`config.mk`:
```
export PLATFORM = sky130hd
export DESIGN_NAME = epu_in_loader_flat
export DESIGN_NICKNAME = d
export VERILOG_FILES = /design/src/rtl/epu_pkg.sv /design/src/rtl/epu_in_loader_if.sv /design/src/rtl/epu_word_packer.sv /design/src/rtl/epu_in_loader.sv /design/src/flat_wrapper.sv
export SDC_FILE = /design/constraint.sdc
export NUM_CORES = 1
export LEC_CHECK = 0
export CAP_MARGIN = 0
export CORE_UTILIZATION = 54
export DETAILED_ROUTE_END_ITERATION = 8
export PLACE_DENSITY = 0.84
export SETUP_SLACK_MARGIN = 0.3
export SYNTH_ARGS = -nofsm -noshare
export SYNTH_HDL_FRONTEND = slang
export SYNTH_SLANG_ARGS = --single-unit
```
`constraint.sdc`:
```
create_clock -name clk -period 6.6 [get_ports clk]
set_input_delay 1.32 -clock clk [delete_from_list [all_inputs] [get_ports clk]]
set_output_delay 1.32 -clock clk [all_outputs]
set_load 0.05 [all_outputs]
```
`src/rtl/epu_pkg.sv`:
```
// Shared types and sizing for the EPU input loader: FSM states, beat/word
// geometry and input-SRAM address width.
package epu_pkg;
    localparam int BEATS_PER_WORD = 4;
    localparam int ADDR_W         = 12;
    localparam int BEAT_W         = 32;
    localparam int WORD_W         = BEAT_W * BEATS_PER_WORD;
    localparam int WEB_W          = WORD_W / 8;
    localparam int COUNT_W        = ADDR_W + 1;
    localparam int LANE_W         = $clog2(BEATS_PER_WORD);

    typedef enum logic [1:0] {
        ST_IDLE = 2'd0,
        ST_LOAD = 2'd1,
        ST_KICK = 2'd2,
        ST_WAIT = 2'd3
    } epu_state_e;
endpackage

```
`src/rtl/epu_in_loader_if.sv`:
```
// 32-bit source stream into the loader. A beat moves on a rising edge when
// in_valid && in_ready; the source holds data/last steady while in_valid waits.
interface epu_in_loader_if;
    import epu_pkg::*;

    logic              in_valid;
    logic              in_ready;
    logic [BEAT_W-1:0] in_data;
    logic              in_last;

    modport master (output in_valid, output in_data, output in_last, input in_ready);
    modport slave  (input in_valid, input in_data, input in_last, output in_ready);
endinterface

```
`src/rtl/epu_word_packer.sv`:
```
// Packs four 32-bit beats little-endian into one 128-bit word; full pulses
// for the single cycle after the fourth beat while word holds the result.
module epu_word_packer
    import epu_pkg::*;
(
    input  logic              clk,
    input  logic              rst,
    input  logic              accept,
    input  logic [BEAT_W-1:0] data,
    output logic              beat_last,
    output logic              full,
    output logic [WORD_W-1:0] word
);
    localparam logic [LANE_W-1:0] LAST_LANE = LANE_W'(BEATS_PER_WORD - 1);

    logic [LANE_W-1:0]        lane_cnt;
    logic [WORD_W-BEAT_W-1:0] lanes;

    assign beat_last = accept && (lane_cnt == LAST_LANE);

    // The top lane bypasses the lane register so the next group can start
    // filling on the very next beat.
    always_ff @(posedge clk) begin
        if (rst) begin
            lane_cnt <= '0;
            lanes    <= '0;
            full     <= 1'b0;
            word     <= '0;
        end else begin
            full <= beat_last;
            if (beat_last) begin
                word     <= {data, lanes};
                lane_cnt <= '0;
            end else if (accept) begin
                lanes[int'(lane_cnt)*BEAT_W +: BEAT_W] <= data;
                lane_cnt <= lane_cnt + LANE_W'(1);
            end
        end
    end
endmodule

```
`src/rtl/epu_in_loader.sv`:
```
// Loads cfg_words 128-bit words from a 32-bit stream into the input SRAM,
// then raises start to the EPU and waits for its end_signal.
module epu_in_loader
    import epu_pkg::*;
(
    input  logic               clk,
    input  logic               rst,
    input  logic               cfg_start,
    input  logic [ADDR_W-1:0]  cfg_base,
    input  logic [COUNT_W-1:0] cfg_words,
    epu_in_loader_if.slave     src,
    output logic [ADDR_W-1:0]  A_s7,
    output logic [WEB_W-1:0]   WEB_s7,
    output logic [WORD_W-1:0]  DI_s7,
    output logic               start_signal_s7,
    input  logic               end_signal,
    output logic               busy,
    output logic               done,
    output logic               err,
    output epu_state_e         state_dbg
);
    epu_state_e         state_q, state_d;
    logic [ADDR_W-1:0]  addr_q;
    logic [COUNT_W-1:0] words_left_q;
    logic               accept, beat_last, full, final_beat;

    assign src.in_ready    = (state_q == ST_LOAD) && (words_left_q != '0);
    assign accept          = src.in_valid && src.in_ready;
    assign final_beat      = beat_last && (words_left_q == COUNT_W'(1));
    assign busy            = (state_q != ST_IDLE);
    assign start_signal_s7 = (state_q == ST_KICK) || (state_q == ST_WAIT);
    assign state_dbg       = state_q;
    // Gating with rst drops a write that was already queued when reset arrives.
    assign WEB_s7          = (full && !rst) ? '0 : '1;

    epu_word_packer u_packer (
        .clk       (clk),
        .rst       (rst),
        .accept    (accept),
        .data      (src.in_data),
        .beat_last (beat_last),
        .full      (full),
        .word      (DI_s7)
    );

    always_comb begin
        state_d = state_q;
        case (state_q)
            ST_IDLE: if (cfg_start && (cfg_words != '0)) state_d = ST_LOAD;
            ST_LOAD: if (full && (words_left_q == '0))   state_d = ST_KICK;
            ST_KICK: state_d = ST_WAIT;
            ST_WAIT: if (end_signal)                     state_d = ST_IDLE;
            default: state_d = ST_IDLE;
        endcase
    end

    always_ff @(posedge clk) begin
        if (rst) begin
            state_q      <= ST_IDLE;
            addr_q       <= '0;
            words_left_q <= '0;
            A_s7         <= '0;
            done         <= 1'b0;
            err          <= 1'b0;
        end else begin
            state_q <= state_d;
            done    <= 1'b0;
            if ((state_q == ST_IDLE) && cfg_start) begin
                err <= 1'b0;
                if (cfg_words != '0) begin
                    addr_q       <= cfg_base;
                    words_left_q <= cfg_words;
                end else begin
                    done <= 1'b1;
                end
            end
            // A_s7 is captured with the word so it is valid during the strobe
            // and keeps the last written address afterwards.
            if (beat_last) begin
                A_s7         <= addr_q;
                addr_q       <= addr_q + ADDR_W'(1);
                words_left_q <= words_left_q - COUNT_W'(1);
            end
            if (accept && (src.in_last != final_beat)) err <= 1'b1;
            if ((state_q == ST_WAIT) && end_signal) done <= 1'b1;
        end
    end
endmodule

```
`src/flat_wrapper.sv`:
```
// flat-port wrapper written by rule: the top's interface ports become plain ports
module epu_in_loader_flat import epu_pkg::*;
  (clk, rst, cfg_start, cfg_base, cfg_words, A_s7, WEB_s7, DI_s7, start_signal_s7, end_signal, busy, done, err, state_dbg, src_in_valid, src_in_data, src_in_last, src_in_ready);
  epu_in_loader_if src_i ();
  input  logic clk;
  input  logic rst;
  input  logic cfg_start;
  input  logic [ADDR_W-1:0] cfg_base;
  input  logic [COUNT_W-1:0] cfg_words;
  output logic [ADDR_W-1:0] A_s7;
  output logic [WEB_W-1:0] WEB_s7;
  output logic [WORD_W-1:0] DI_s7;
  output logic start_signal_s7;
  input  logic end_signal;
  output logic busy;
  output logic done;
  output logic err;
  output epu_state_e state_dbg;
  input wire logic [$bits(src_i.in_valid)-1:0] src_in_valid;
  input wire logic [$bits(src_i.in_data)-1:0] src_in_data;
  input wire logic [$bits(src_i.in_last)-1:0] src_in_last;
  output wire logic [$bits(src_i.in_ready)-1:0] src_in_ready;
  assign src_i.in_valid = src_in_valid;
  assign src_i.in_data = src_in_data;
  assign src_i.in_last = src_in_last;
  assign src_in_ready = src_i.in_ready;
  epu_in_loader u_core (.clk(clk), .rst(rst), .cfg_start(cfg_start), .cfg_base(cfg_base), .cfg_words(cfg_words), .src(src_i), .A_s7(A_s7), .WEB_s7(WEB_s7), .DI_s7(DI_s7), .start_signal_s7(start_signal_s7), .end_signal(end_signal), .busy(busy), .done(done), .err(err), .state_dbg(state_dbg));
endmodule
```
## Yosys cells after proc, flatten, opt, wreduce, memory -nomap -nowiden

Index checks and enable logic that the tools add are counted.

- Register bits: 268
- Logic and storage cells: 67

- Multiplexer cells: 17
- Shifts and indexed selects: 2
- Eq/ne operators: 9
- $add $sub $neg: 4
- Bitwise gates (word level): 1
- Reduce and logical (&&, ||, !) cells: 24

Operator list:

| kind | number |
|---|---|
| $bwmux W96 | 1 |
| $shift A32 B33 Y96 const A | 1 |
| $shiftx A32 B33 Y96 | 1 |
| $mux W13 | 3 |
| $mux W12 | 3 |
| $neg A7 Y33 | 1 |
| $reduce_bool A13 Y1 | 2 |
| $mux W16 | 1 |
| $eq A13 B1 Y1 const B | 1 |
| $logic_not A13 Y1 | 1 |
| $sub A13 B1 Y13 const B | 1 |
| $add A12 B1 Y12 const B | 1 |
| $logic_and A1 B1 Y1 | 10 |
| $pmux W2 S4 | 1 |
| $reduce_bool A2 Y1 | 4 |
| $eq A2 B2 Y1 const B | 3 |
| $mux W2 | 3 |
| $mux W1 | 5 |
| $ne A2 B2 Y1 const B | 2 |
| $reduce_and A2 Y1 | 2 |
| $reduce_and A3 Y1 | 1 |
| $add A2 B1 Y2 const B | 1 |
| $eq A2 B1 Y1 const B | 1 |
| $logic_not A2 Y1 | 1 |
| other kinds (6) | 6 |

## Depth between registers and ports, before layout

Gate-level depths: netlist (run 1).

- Depth in word-level cells: 8
- Mapped depth: 9
- Gate-level depth less buffers: 7

## Hierarchy

From an unflattened synthesis (run 1), not the netlist that was laid out.

- Cell total of the unflattened synthesis: 1,160
- Area, all modules: 10,203.5 µm²

Modules (own cells, without submodules):

| module | area each (µm²) | sequential area each (µm²) | cells an instance | instances |
|---|---|---|---|---|
| epu_word_packer | 7,737.4 | 4,544.4 | 868 | 1 |
| epu_in_loader | 2,466.1 | 820.8 | 292 | 1 |

## Worst setup path after synthesis (run 1)

Ideal clock, no wire load.

- Path kind: input to output
- From: input port rst
- To: output port WEB_s7[10]
- Path slack: 2.642 ns
- Arrival time: 2.638 ns
- Stages on the path: 4
- Cells stage by stage: clkbuf_1 -> inv_1 -> nand2_1 -> buf_4

- Longest elaborated chain between the ends: 3

RTL lines:

| what | RTL line | text |
|---|---|---|
| start, declared | flat_wrapper.sv:6 | `input logic rst;` |
| $logic_not A1 Y1 | epu_in_loader.sv:34 | `assign WEB_s7 = (full && !rst) ? '0 : '1;` |
| $logic_and A1 B1 Y1 | epu_in_loader.sv:34 |  |
| $mux W16 | epu_in_loader.sv:34 |  |
| end, declared | flat_wrapper.sv:11 | `output logic [WEB_W-1:0] WEB_s7;` |

Every way passes these cells.

## Worst setup path after layout (run 1)

- From: register u_core.words_left_q[0]
- To: output port src_in_ready

- Longest elaborated chain between the ends: 2

RTL lines:

| what | RTL line | text |
|---|---|---|
| start, declared | epu_in_loader.sv:24 | `logic [COUNT_W-1:0] words_left_q;` |
| start signal, assigned | epu_in_loader.sv:72 | `words_left_q <= cfg_words;` |
| start signal, assigned | epu_in_loader.sv:82 | `words_left_q <= words_left_q - COUNT_W'(1);` |
| $reduce_bool A13 Y1 | epu_in_loader.sv:27 | `assign src.in_ready = (state_q == ST_LOAD) && (words_left_q != '0);` |
| $logic_and A1 B1 Y1 | epu_in_loader.sv:27 |  |
| end, declared | flat_wrapper.sv:22 | `output wire logic [$bits(src_i.in_ready)-1:0] src_in_ready;` |

Every way passes these cells.

==> flow_summary_export.csv, run 1 <==
group,metric,value,unit
worst_setup_path,crit_path_end_kind,"output port",
routing,drcViolationCount,0,
synth,async_flop_share,0,%
outcome,run_status,"finished clean",
cts,clk_latency,0.52,ns
cts,cts_hold_buf,0,
floorplanning,die-area,0.0196,mm^2
routing,post_drt_wl_per_cell,16.6,um
synth,netlist_instances,1308,
power,cellPowerDensity,303,mW/mm^2
sta,hold_viol,0,
synth,syn-cell-area,0.0103,mm^2
grt,grt_overflow,0,
sta,setup_viol,0,
floorplanning,fp.dieW,140,um
sta,fmax,214,MHz
routing,num_vias,9891,
cells_and_area,fin_area,0.0135,mm^2
cells_and_area,nNetsFinal,1541,
grt,grt_usage,28.4,%
flow_run,drv_cap,0,
cts,root_buffer,"clkbuf_16",
routing,drtIter0Drc,774,
grt,grt_pass1_wl,45.4,mm
place,placed_cell_area,0.0125,mm^2
floorplanning,ios,226,
sta,clock_skew,0.00816,ns
cts,clk_pin_slew,0.06,ns
grt,grt_pass1_vias,9208,
worst_setup_path,cp.arrival,3.36,ns
cells_and_area,syn_to_final_growth,30.8,%
routing,ant_nets,0,
sta,drv_slew,0,
worst_setup_path,worst_setup_path_start_kind,"flip-flop",
cts,cts_resized,0,
grt,grt_max_degree,104,
synth,ys_ff_latch,268,
cells_and_area,antenna_cells,0,
sta,relSlewSlack,28.3,%
place,hpwlAfterDp,18.0,mm
synth,seq_area_frac_synth,52.1,%
worst_setup_path,critPathBufInv,2,
cts,cts_inserted_buffers,27,
routing,drt-pass1-iter-count,5,
cts,htreeDepth,1,
floorplanning,std_cell_rows,50,
hold_path,worstHoldStart,"u_core.u_packer.lanes[34]",
place,port_buffers,225,
power,ir_drop,0.000213,V
cells_and_area,drive_gt1_share,4.98,%
worst_setup_path,required,5.28,ns
routing,routed_wl,28.6,mm
sta,period_minus_slack,4.68,ns
sta,fin_crit_sh,70.8,%
cts,cts_setup_buffers,0,
power,power.leakage,4.48,nW
worst_setup_path,cp_max_fo,7,
floorplanning,die_h,140,um
worst_setup_path,startpoint,"u_core.words_left_q[0]",
cts,cts_tree,"yes",
sta,tightest_slew,1.07,ns
routing,viasPerCell,5.75,
worst_setup_path,cp_slowest_cell,"clkdlybuf4s50_1",
synth,yosys.cell_types.count,47,
worst_setup_path,worst-setup-path-type,"reg2out",
synth,syn_nets,1384,
cts,cts_buffer_depth,3,
synth,syn-mean-instance-area,7.88,um^2
synth,synth_warnings,0,
worst_setup_path,crit_family,"simple AND/OR/NAND/NOR gates",
worst_setup_path,max_stage_delay,0.76,ns
hold_path,hp-class,"reg2reg",
floorplanning,core,0.0187,mm^2
cells_and_area,fillCellCount,1451,
floorplanning,initial_utilization,55.1,%
sta,finalSetupTns,0,ns
worst_setup_path,regToRegStartpoint,"u_core.words_left_q[0]",
sta,rsz0062_at_grt,"no",
cts,clkSinkCount,268,
worst_setup_path,crit_chain,"inv_1 > ha_1 > or3b_2 > nor4_1 > nor2_1 > clkdlybuf4s50_1",
synth,synth_edf_count,0,
place,gp_congestion,0.857,
synth,synthFlopType,"dfxtp_1",
cells_and_area,final_util,72.0,%
grt,antenna_found_initial,0,
## cell type report
type	instances	area, um^2	area share (%)
flip-flops and latches	268	5370	39.8
multi-input cells	913	4410	32.8
clock inverters	8	145	1.08
inverters	14	52.6	0.390
repair buffers	241	2380	17.6
clock buffers	41	828	6.15
well taps	234	293	2.17
## logic make-up (layout without fill, tap and decap cells)
kind of cell    count (synthesis)  after routing  synth area share, %
buf+inv                       127            304                 5.42
compound gates                320            320                 16.8
mux                             2              2                0.194
simple gates                  576            576                 23.8
xor+xnor                        2              2                0.170
flops                         268            268                 52.1
fa+ha+maj                      13             13                 1.58
## power by group
| part | total, mW | switching (mW) | internal [mW] |
|---|---|---|---|
| sequential | 1.76 | 0.0704 | 1.69 |
| clock | 1.64 | 0.619 | 1.02 |
| combinational | 0.682 | 0.452 | 0.230 |
| total | 4.08 | 1.14 | 2.94 |
## sequential cells by signal, summed over array words and instances, names as in the netlist
register	cells
u_core.u_packer.word	128
u_core.u_packer.lanes	96
u_core.words_left_q	13
u_core.A_s7	12
u_core.addr_q	12
u_core.state_dbg	2
u_core.u_packer.lane_cnt	2
u_core.done	1
u_core.err	1
u_core.u_packer.full	1
## stage by stage
stage                     hold slack [ns]  worst slack [ns]  power (mW)  instances
after floorplan                     0.432              2.64        2.23       1308
after global placement              0.435              2.09        2.44       1670
after detailed placement            0.442              2.02        2.46       1670
after CTS                           0.451              1.96        4.08       1719
after global routing                0.464              1.81        4.23       1719
final                               0.450              1.92        4.08       1719
## worst min-delay path, stage by stage (launching register included)
cell	delay, ns
dfxtp_1	0.31
nand2_1	0.05
a21oi_1	0.05
## synth_stat cells (2+ instances only)
master / instances / share of area (%)
o31ai_1: 2 / 0.15
or4_1: 3 / 0.22
a22oi_1: 4 / 0.29
a21oi_1: 262 / 13
and3_1: 8 / 0.49
nor3b_1: 6 / 0.44
o22ai_1: 3 / 0.18
mux2i_1: 2 / 0.19
buf_2: 20 / 0.97
clkbuf_1: 78 / 2.8
nor4_1: 6 / 0.36
a41oi_1: 2 / 0.17
xnor2_1: 2 / 0.17
nand2_1: 395 / 14
buf_4: 15 / 1.1
or2_2: 2 / 0.12
a2bb2oi_1: 2 / 0.17
o221ai_1: 2 / 0.17
a221oi_1: 3 / 0.26
and2_1: 2 / 0.12
dfxtp_1: 268 / 52
a32oi_1: 3 / 0.26
nor2_1: 27 / 0.98
and4_1: 3 / 0.26
nand3_1: 108 / 5.2
inv_1: 14 / 0.51
a31oi_1: 8 / 0.49
ha_1: 13 / 1.6
nor3_1: 6 / 0.29
o21ba_1: 2 / 0.19
o21ai_0: 12 / 0.58
nand4_1: 3 / 0.18
o21ai_1: 8 / 0.39
## layout by cell type (no fill, tap or decap), drive strengths merged, types with 4 or more instances in the layout
cell / synthesis / layout
a21oi: 263 / 263
a22oi: 4 / 4
a31oi: 8 / 8
and3: 8 / 8
buf: 35 / 16
bufinv: 0 / 4
clkbuf: 78 / 42
clkdlybuf4s50: 0 / 224
dfxtp: 268 / 268
ha: 13 / 13
inv: 14 / 14
nand2: 395 / 395
nand3: 108 / 108
nor2: 27 / 27
nor3: 7 / 7
nor3b: 6 / 6
nor4: 7 / 7
o21ai: 20 / 20
or4: 4 / 4
## path summary, 6_finish.rpt
path	slack, ns	to	cells after the start
max	1.92	src_in_ready	6
min	0.45	u_core.u_packer.word[34]	2
min reg2reg	0.45	u_core.u_packer.word[34]	2
max reg2reg	2.94	u_core.u_packer.word[112]	8
## per-layer routing
layer  wire length, um  track usage, %
met1             11000            33.9
met2             14200            49.3
met3              2250            5.71
met4              1130            12.8
met5                 0               0
Note: power is estimated with default switching activity, not from simulation.
==> run 2: changes to the inputs <==
--- a/config.mk
+++ b/config.mk
@@ -6,9 +6,9 @@
 export NUM_CORES = 1
 export LEC_CHECK = 0
 export CAP_MARGIN = 0
-export CORE_UTILIZATION = 54
+export CORE_UTILIZATION = 50
 export DETAILED_ROUTE_END_ITERATION = 8
-export PLACE_DENSITY = 0.84
+export PLACE_DENSITY = 0.79
 export SETUP_SLACK_MARGIN = 0.3
 export SYNTH_ARGS = -nofsm -noshare
 export SYNTH_HDL_FRONTEND = slang
==> constraint.sdc (replaced) <==
create_clock -name clk -period 4.55 [get_ports clk]
set_input_delay 0.91 -clock clk [delete_from_list [all_inputs] [get_ports clk]]
set_output_delay 0.91 -clock clk [all_outputs]
set_load 0.05 [all_outputs]
==> run 2 against run 1 <==
  * Hold slack got worse by 0.0055 ns
  * Final cell count rose by 2.4%
  * Critical path depth did not move
  * Via count fell by 3.3%
  * Core utilization fell by 5.3 points
  * Global-route usage fell by 2.7 points
  * Combinational power rose by 45%
  * Clock skew rose by 0.0086 ns
  * Wire length fell by 2.1%
  * Critical path type unchanged
  * Critical endpoint unchanged
  * Largest cell class unchanged
  * Highest routed layer unchanged
==> flow_summary_export.csv, run 2 (synthesized netlist as in run 1, its figures left out) <==
group,metric,value,unit
outcome,run_status,"finished clean",
grt,grt_max_degree,103,
routing,post_drt_wl_per_cell,15.9,um
cells_and_area,drive_gt1_share,5.23,%
floorplanning,ios,226,
worst_setup_path,crit_chain,"inv_1 > ha_1 > or3b_2 > nor4_1 > nor2_1 > clkdlybuf4s50_1",
sta,period_minus_slack,4.03,ns
sta,finalSetupTns,0,ns
sta,drv_slew,0,
routing,drtIter0Drc,623,
sta,rsz0062_at_grt,"no",
cells_and_area,fin_area,0.0135,mm^2
cts,cts_tree,"yes",
cells_and_area,final_util,66.7,%
cts,cts_inserted_buffers,27,
grt,antenna_found_initial,0,
routing,viasPerCell,5.44,
routing,drcViolationCount,0,
place,gp_congestion,0.828,
cts,cts_setup_buffers,0,
sta,setup_viol,0,
power,cellPowerDensity,427,mW/mm^2
place,hpwlAfterDp,18.5,mm
grt,grt_overflow,0,
worst_setup_path,max_stage_delay,0.75,ns
grt,grt_usage,25.7,%
sta,fin_crit_sh,88.5,%
sta,relSlewSlack,30.5,%
place,dp.cells,1710,
sta,tightest_slew,1.04,ns
sta,fmax,248,MHz
cts,cts_hold_buf,0,
cells_and_area,final_cells,1760,
cells_and_area,antenna_cells,0,
worst_setup_path,cp.arrival,3.12,ns
cts,clkSinkCount,268,
flow_run,drv_cap,0,
sta,clock_skew,0.0168,ns
cts,cts_resized,0,
cells_and_area,syn_to_final_growth,31.1,%
routing,num_vias,9569,
cts,root_buffer,"clkbuf_16",
cts,clk_pin_slew,0.06,ns
worst_setup_path,crit_path_end_kind,"output port",
cells_and_area,largest_register_ffs,128,
floorplanning,die_h,146,um
worst_setup_path,cp_slowest_cell,"clkdlybuf4s50_1",
cells_and_area,largest-register,"u_core.u_packer.word",
worst_setup_path,required,3.64,ns
worst_setup_path,worst-setup-path-type,"reg2out",
sta,hold_viol,0,
worst_setup_path,cp_max_fo,7,
routing,drt-pass1-iter-count,5,
hold_path,hp-class,"reg2reg",
worst_setup_path,worst_setup_path_start_kind,"flip-flop",
cells_and_area,reg_top3,"u_core.u_packer.word (128), u_core.u_packer.lanes (96), u_core.words_left_q (13)",
grt,grt_pass1_wl,45.1,mm
floorplanning,initial_utilization,50.9,%
routing,routed_wl,28.0,mm
cells_and_area,layout_common_cells,"nand2_1 (395), dfxtp_1 (268), a21oi_1 (262)",
cts,htreeDepth,1,
floorplanning,fp.dieW,146,um
floorplanning,std_cell_rows,52,
floorplanning,die-area,0.0212,mm^2
grt,grt_pass1_vias,8823,
cells_and_area,nNetsFinal,1545,
cells_and_area,fillCellCount,1700,
cells_and_area,layout_commonest_cell,"nand2_1",
power,power.leakage,4.48,nW
place,placed_cell_area,0.0126,mm^2
floorplanning,core,0.0202,mm^2
cts,clk_latency,0.54,ns
cts,cts_buffer_depth,3,
routing,ant_nets,0,
power,ir_drop,0.000287,V
place,port_buffers,225,
## run 2: metal layers
| metal | part of all wire [%] | track usage (%) | vias up |
|---|---|---|---|
| met1 | 41 | 32.0 | 4516 |
| met5 | 0 | 0 | - |
| li1 | - | - | 4718 |
| met3 | 6.7 | 4.83 | 46 |
| met4 | 2.9 | 8.26 | 0 |
| met2 | 50 | 45.0 | 289 |
## run 2: metrics by stage
stage               total power [mW]  worst slack [ns]  hold slack [ns]
floorplan                       3.23              1.41            0.432
global placement                3.55             0.896            0.437
detailed placement              3.57             0.826            0.443
CTS                             5.79             0.504            0.448
global route                    6.00             0.308            0.455
finish                          5.77             0.522            0.444
## run 2: cell type report
type                       instances  area [um^2]  share of cell area (%)
timing repair buffer             245         2430                    18.0
sequential                       268         5370                    39.7
clock inverter                    11          115                   0.852
tap                              270          338                    2.50
multi-input combinational        913         4410                    32.7
inverter                          14         52.6                   0.389
clock buffer                      39          791                    5.86
## run 2: final timing paths
kind | from | endpoint | slack [ns] | depth (start not counted)
max | u_core.words_left_q[0] | src_in_ready | 0.52 | 6
min | u_core.u_packer.lanes[17] | u_core.u_packer.word[17] | 0.44 | 2
max reg2reg | u_core.words_left_q[0] | u_core.u_packer.word[10] | 1.26 | 8
min reg2reg | u_core.u_packer.lanes[17] | u_core.u_packer.word[17] | 0.44 | 2
## run 2: power breakdown
group	switching (mW)	internal [mW]
logic	0.648	0.343
registers	0.101	2.45
clock network	0.905	1.32
## run 2: critical path, delay by kind of cell, from the launching register on
| kind | cells | cell delay [ns] |
|---|---|---|
| fa+ha+maj | 1 | 0.19 |
| buf+inv | 2 | 0.83 |
| flops | 1 | 0.37 |
| simple gates | 3 | 1.20 |
==> run 3: changes to the inputs <==
--- a/config.mk
+++ b/config.mk
@@ -6,9 +6,9 @@
 export NUM_CORES = 1
 export LEC_CHECK = 0
 export CAP_MARGIN = 0
-export CORE_UTILIZATION = 50
+export CORE_UTILIZATION = 54
 export DETAILED_ROUTE_END_ITERATION = 8
-export PLACE_DENSITY = 0.79
+export PLACE_DENSITY = 0.84
 export SETUP_SLACK_MARGIN = 0.3
 export SYNTH_ARGS = -nofsm -noshare
 export SYNTH_HDL_FRONTEND = slang
==> constraint.sdc (replaced) <==
create_clock -name clk -period 4.7 [get_ports clk]
set_input_delay 0.94 -clock clk [delete_from_list [all_inputs] [get_ports clk]]
set_output_delay 0.94 -clock clk [all_outputs]
set_load 0.05 [all_outputs]
==> run 3 against run 2 <==
  * First-iteration DRC count up 7.9%
  * Global-route usage increased by 2.4 points
  * Wire length increased by 0.54%
  * Combinational power fell by 4.4%
  * Cell area fell by 1.2%
  * Clock skew fell by 0.0024 ns
  * Critical path depth did not move
  * Final cell count fell by 2.5%
  * Hold slack better by 0.00076 ns
  * Critical endpoint unchanged
  * Largest cell class unchanged
  * Largest power group unchanged
==> flow_summary_export.csv, run 3 (synthesized netlist as in run 1, its figures left out) <==
group,metric,value,unit
cells_and_area,nNetsFinal,1542,
sta,drv_slew,0,
cts,cts_tree,"yes",
cells_and_area,final_cells,1716,
hold_path,min_path_cells,2,
sta,fin_ws,0.618,ns
worst_setup_path,critPathBufInv,2,
cts,cts_buffer_depth,3,
worst_setup_path,startpoint,"u_core.words_left_q[0]",
place,hpwlAfterDp,18.2,mm
routing,routed_wl,28.1,mm
place,placed_cell_area,0.0125,mm^2
cells_and_area,fillCellCount,1463,
sta,tightest_slew,1.12,ns
place,pre_cts_ws,1.15,ns
worst_setup_path,cp_slowest_cell,"clkdlybuf4s50_1",
cts,cts_resized,0,
cells_and_area,largest_register_ffs,128,
worst_setup_path,cp.arrival,3.14,ns
cells_and_area,final_util,71.4,%
worst_setup_path,crit_path_end_kind,"output port",
cts,cts_inserted_buffers,27,
worst_setup_path,regToRegStartpoint,"u_core.words_left_q[0]",
routing,drt-pass1-iter-count,5,
sta,clock_skew,0.0144,ns
floorplanning,die-area,0.0196,mm^2
routing,drtIter0Drc,672,
cells_and_area,fin_area,0.0133,mm^2
floorplanning,fp.dieW,140,um
worst_setup_path,worst_setup_path_start_kind,"flip-flop",
worst_setup_path,max_stage_delay,0.75,ns
sta,finalSetupTns,0,ns
power,power.leakage,4.43,nW
hold_path,hold_path_end,"u_core.u_packer.word[81]",
sta,fin_crit_sh,86.8,%
cts,clk_latency,0.53,ns
routing,post_drt_wl_per_cell,16.4,um
sta,relSlewSlack,25.2,%
worst_setup_path,r2r_slack,1.42,ns
floorplanning,core,0.0187,mm^2
floorplanning,std_cell_rows,50,
cts,cts_hold_buf,0,
routing,viasPerCell,5.67,
grt,antenna_found_initial,0,
floorplanning,ios,226,
worst_setup_path,cp_max_fo,7,
power,ir_drop,0.000349,V
routing,num_vias,9730,
cts,clkSinkCount,268,
flow_run,drv_cap,0,
sta,hold_viol,0,
grt,grt_usage,28.1,%
cells_and_area,largest-register,"u_core.u_packer.word",
routing,drcViolationCount,0,
place,dp.cells,1671,
sta,period_minus_slack,4.08,ns
power,totalPowerFinal,5.43,mW
cells_and_area,antenna_cells,0,
worst_setup_path,worst-setup-path-type,"reg2out",
worst_setup_path,crit_family,"simple AND/OR/NAND/NOR gates",
outcome,run_status,"finished clean",
cts,htreeDepth,1,
hold_path,hp-class,"reg2reg",
worst_setup_path,ff2ff_path_depth,7,
worst_setup_path,crit_chain,"inv_1 > ha_1 > or3b_2 > nor4_1 > nor2_1 > clkdlybuf4s50_1",
grt,grt_overflow,0,
worst_setup_path,r2r-end,"u_core.words_left_q[3]",
sta,fin_hold_ws,0.445,ns
cts,cts_setup_buffers,0,
grt,grt_pass1_wl,44.9,mm
cts,root_buffer,"clkbuf_16",
cells_and_area,reg_top3,"u_core.u_packer.word (128), u_core.u_packer.lanes (96), u_core.words_left_q (13)",
place,port_buffers,225,
floorplanning,initial_utilization,55.1,%
routing,ant_nets,0,
cells_and_area,syn_to_final_growth,29.6,%
worst_setup_path,required,3.76,ns
sta,setup_viol,0,
cells_and_area,layout_commonest_cell,"nand2_1",
grt,grt_pass1_vias,9073,
cts,clk_pin_slew,0.06,ns
sta,fmax,245,MHz
sta,rsz0062_at_grt,"no",
cells_and_area,drive_gt1_share,4.86,%
hold_path,worstHoldStart,"u_core.u_packer.lanes[81]",
grt,grt_max_degree,161,
floorplanning,die_h,140,um
power,cellPowerDensity,407,mW/mm^2
place,gp_congestion,0.878,
cells_and_area,layout_common_cells,"nand2_1 (395), dfxtp_1 (268), a21oi_1 (262)",
## run 3: worst reg2reg max path: cells and delay by family (launching register included)
family / cells / cell delay (ns)
and+or+nand+nor: 2 / 1.77
AOI/OAI and AO/OA: 3 / 0.78
DFF: 1 / 0.36
adders and majority gates: 1 / 0.19
buffers and inverters: 1 / 0.08
## run 3: power by group
part           switching [mW]  total (mW)  internal [mW]  leakage [nW]
registers              0.0974        2.47           2.37          2.16
clock network           0.852        2.01           1.16         0.415
logic                   0.625       0.947          0.323          1.86
## run 3: worst max-delay path by stage
stage,endpoint,slack [ns],cells past startpoint
floorplan,WEB_s7[10],1.50,4
global route,src_in_ready,0.46,6
global placement,WEB_s7[14],1.23,4
CTS,src_in_ready,0.61,6
detailed placement,WEB_s7[8],1.15,4
finish,src_in_ready,0.62,6
## run 3: routing by layer
layer,global-route usage [%],vias to the layer above,wire [um]
li1,-,4714,-
met1,34.4,4603,11300
met2,48.4,350,13800
met3,5.71,63,2000
met4,11.3,0,1030
met5,0,-,0
## run 3: area by class of cell
| cell class | instances | area (um^2) | area share (%) |
|---|---|---|---|
| Clock buffer | 34 | 742 | 5.56 |
| Clock inverter | 11 | 86.3 | 0.647 |
| Inverter | 14 | 52.6 | 0.394 |
| Multi-Input combinational cell | 913 | 4410 | 33.1 |
| Sequential cell | 268 | 5370 | 40.2 |
| Tap cell | 234 | 293 | 2.19 |
| Timing Repair Buffer | 242 | 2400 | 18.0 |
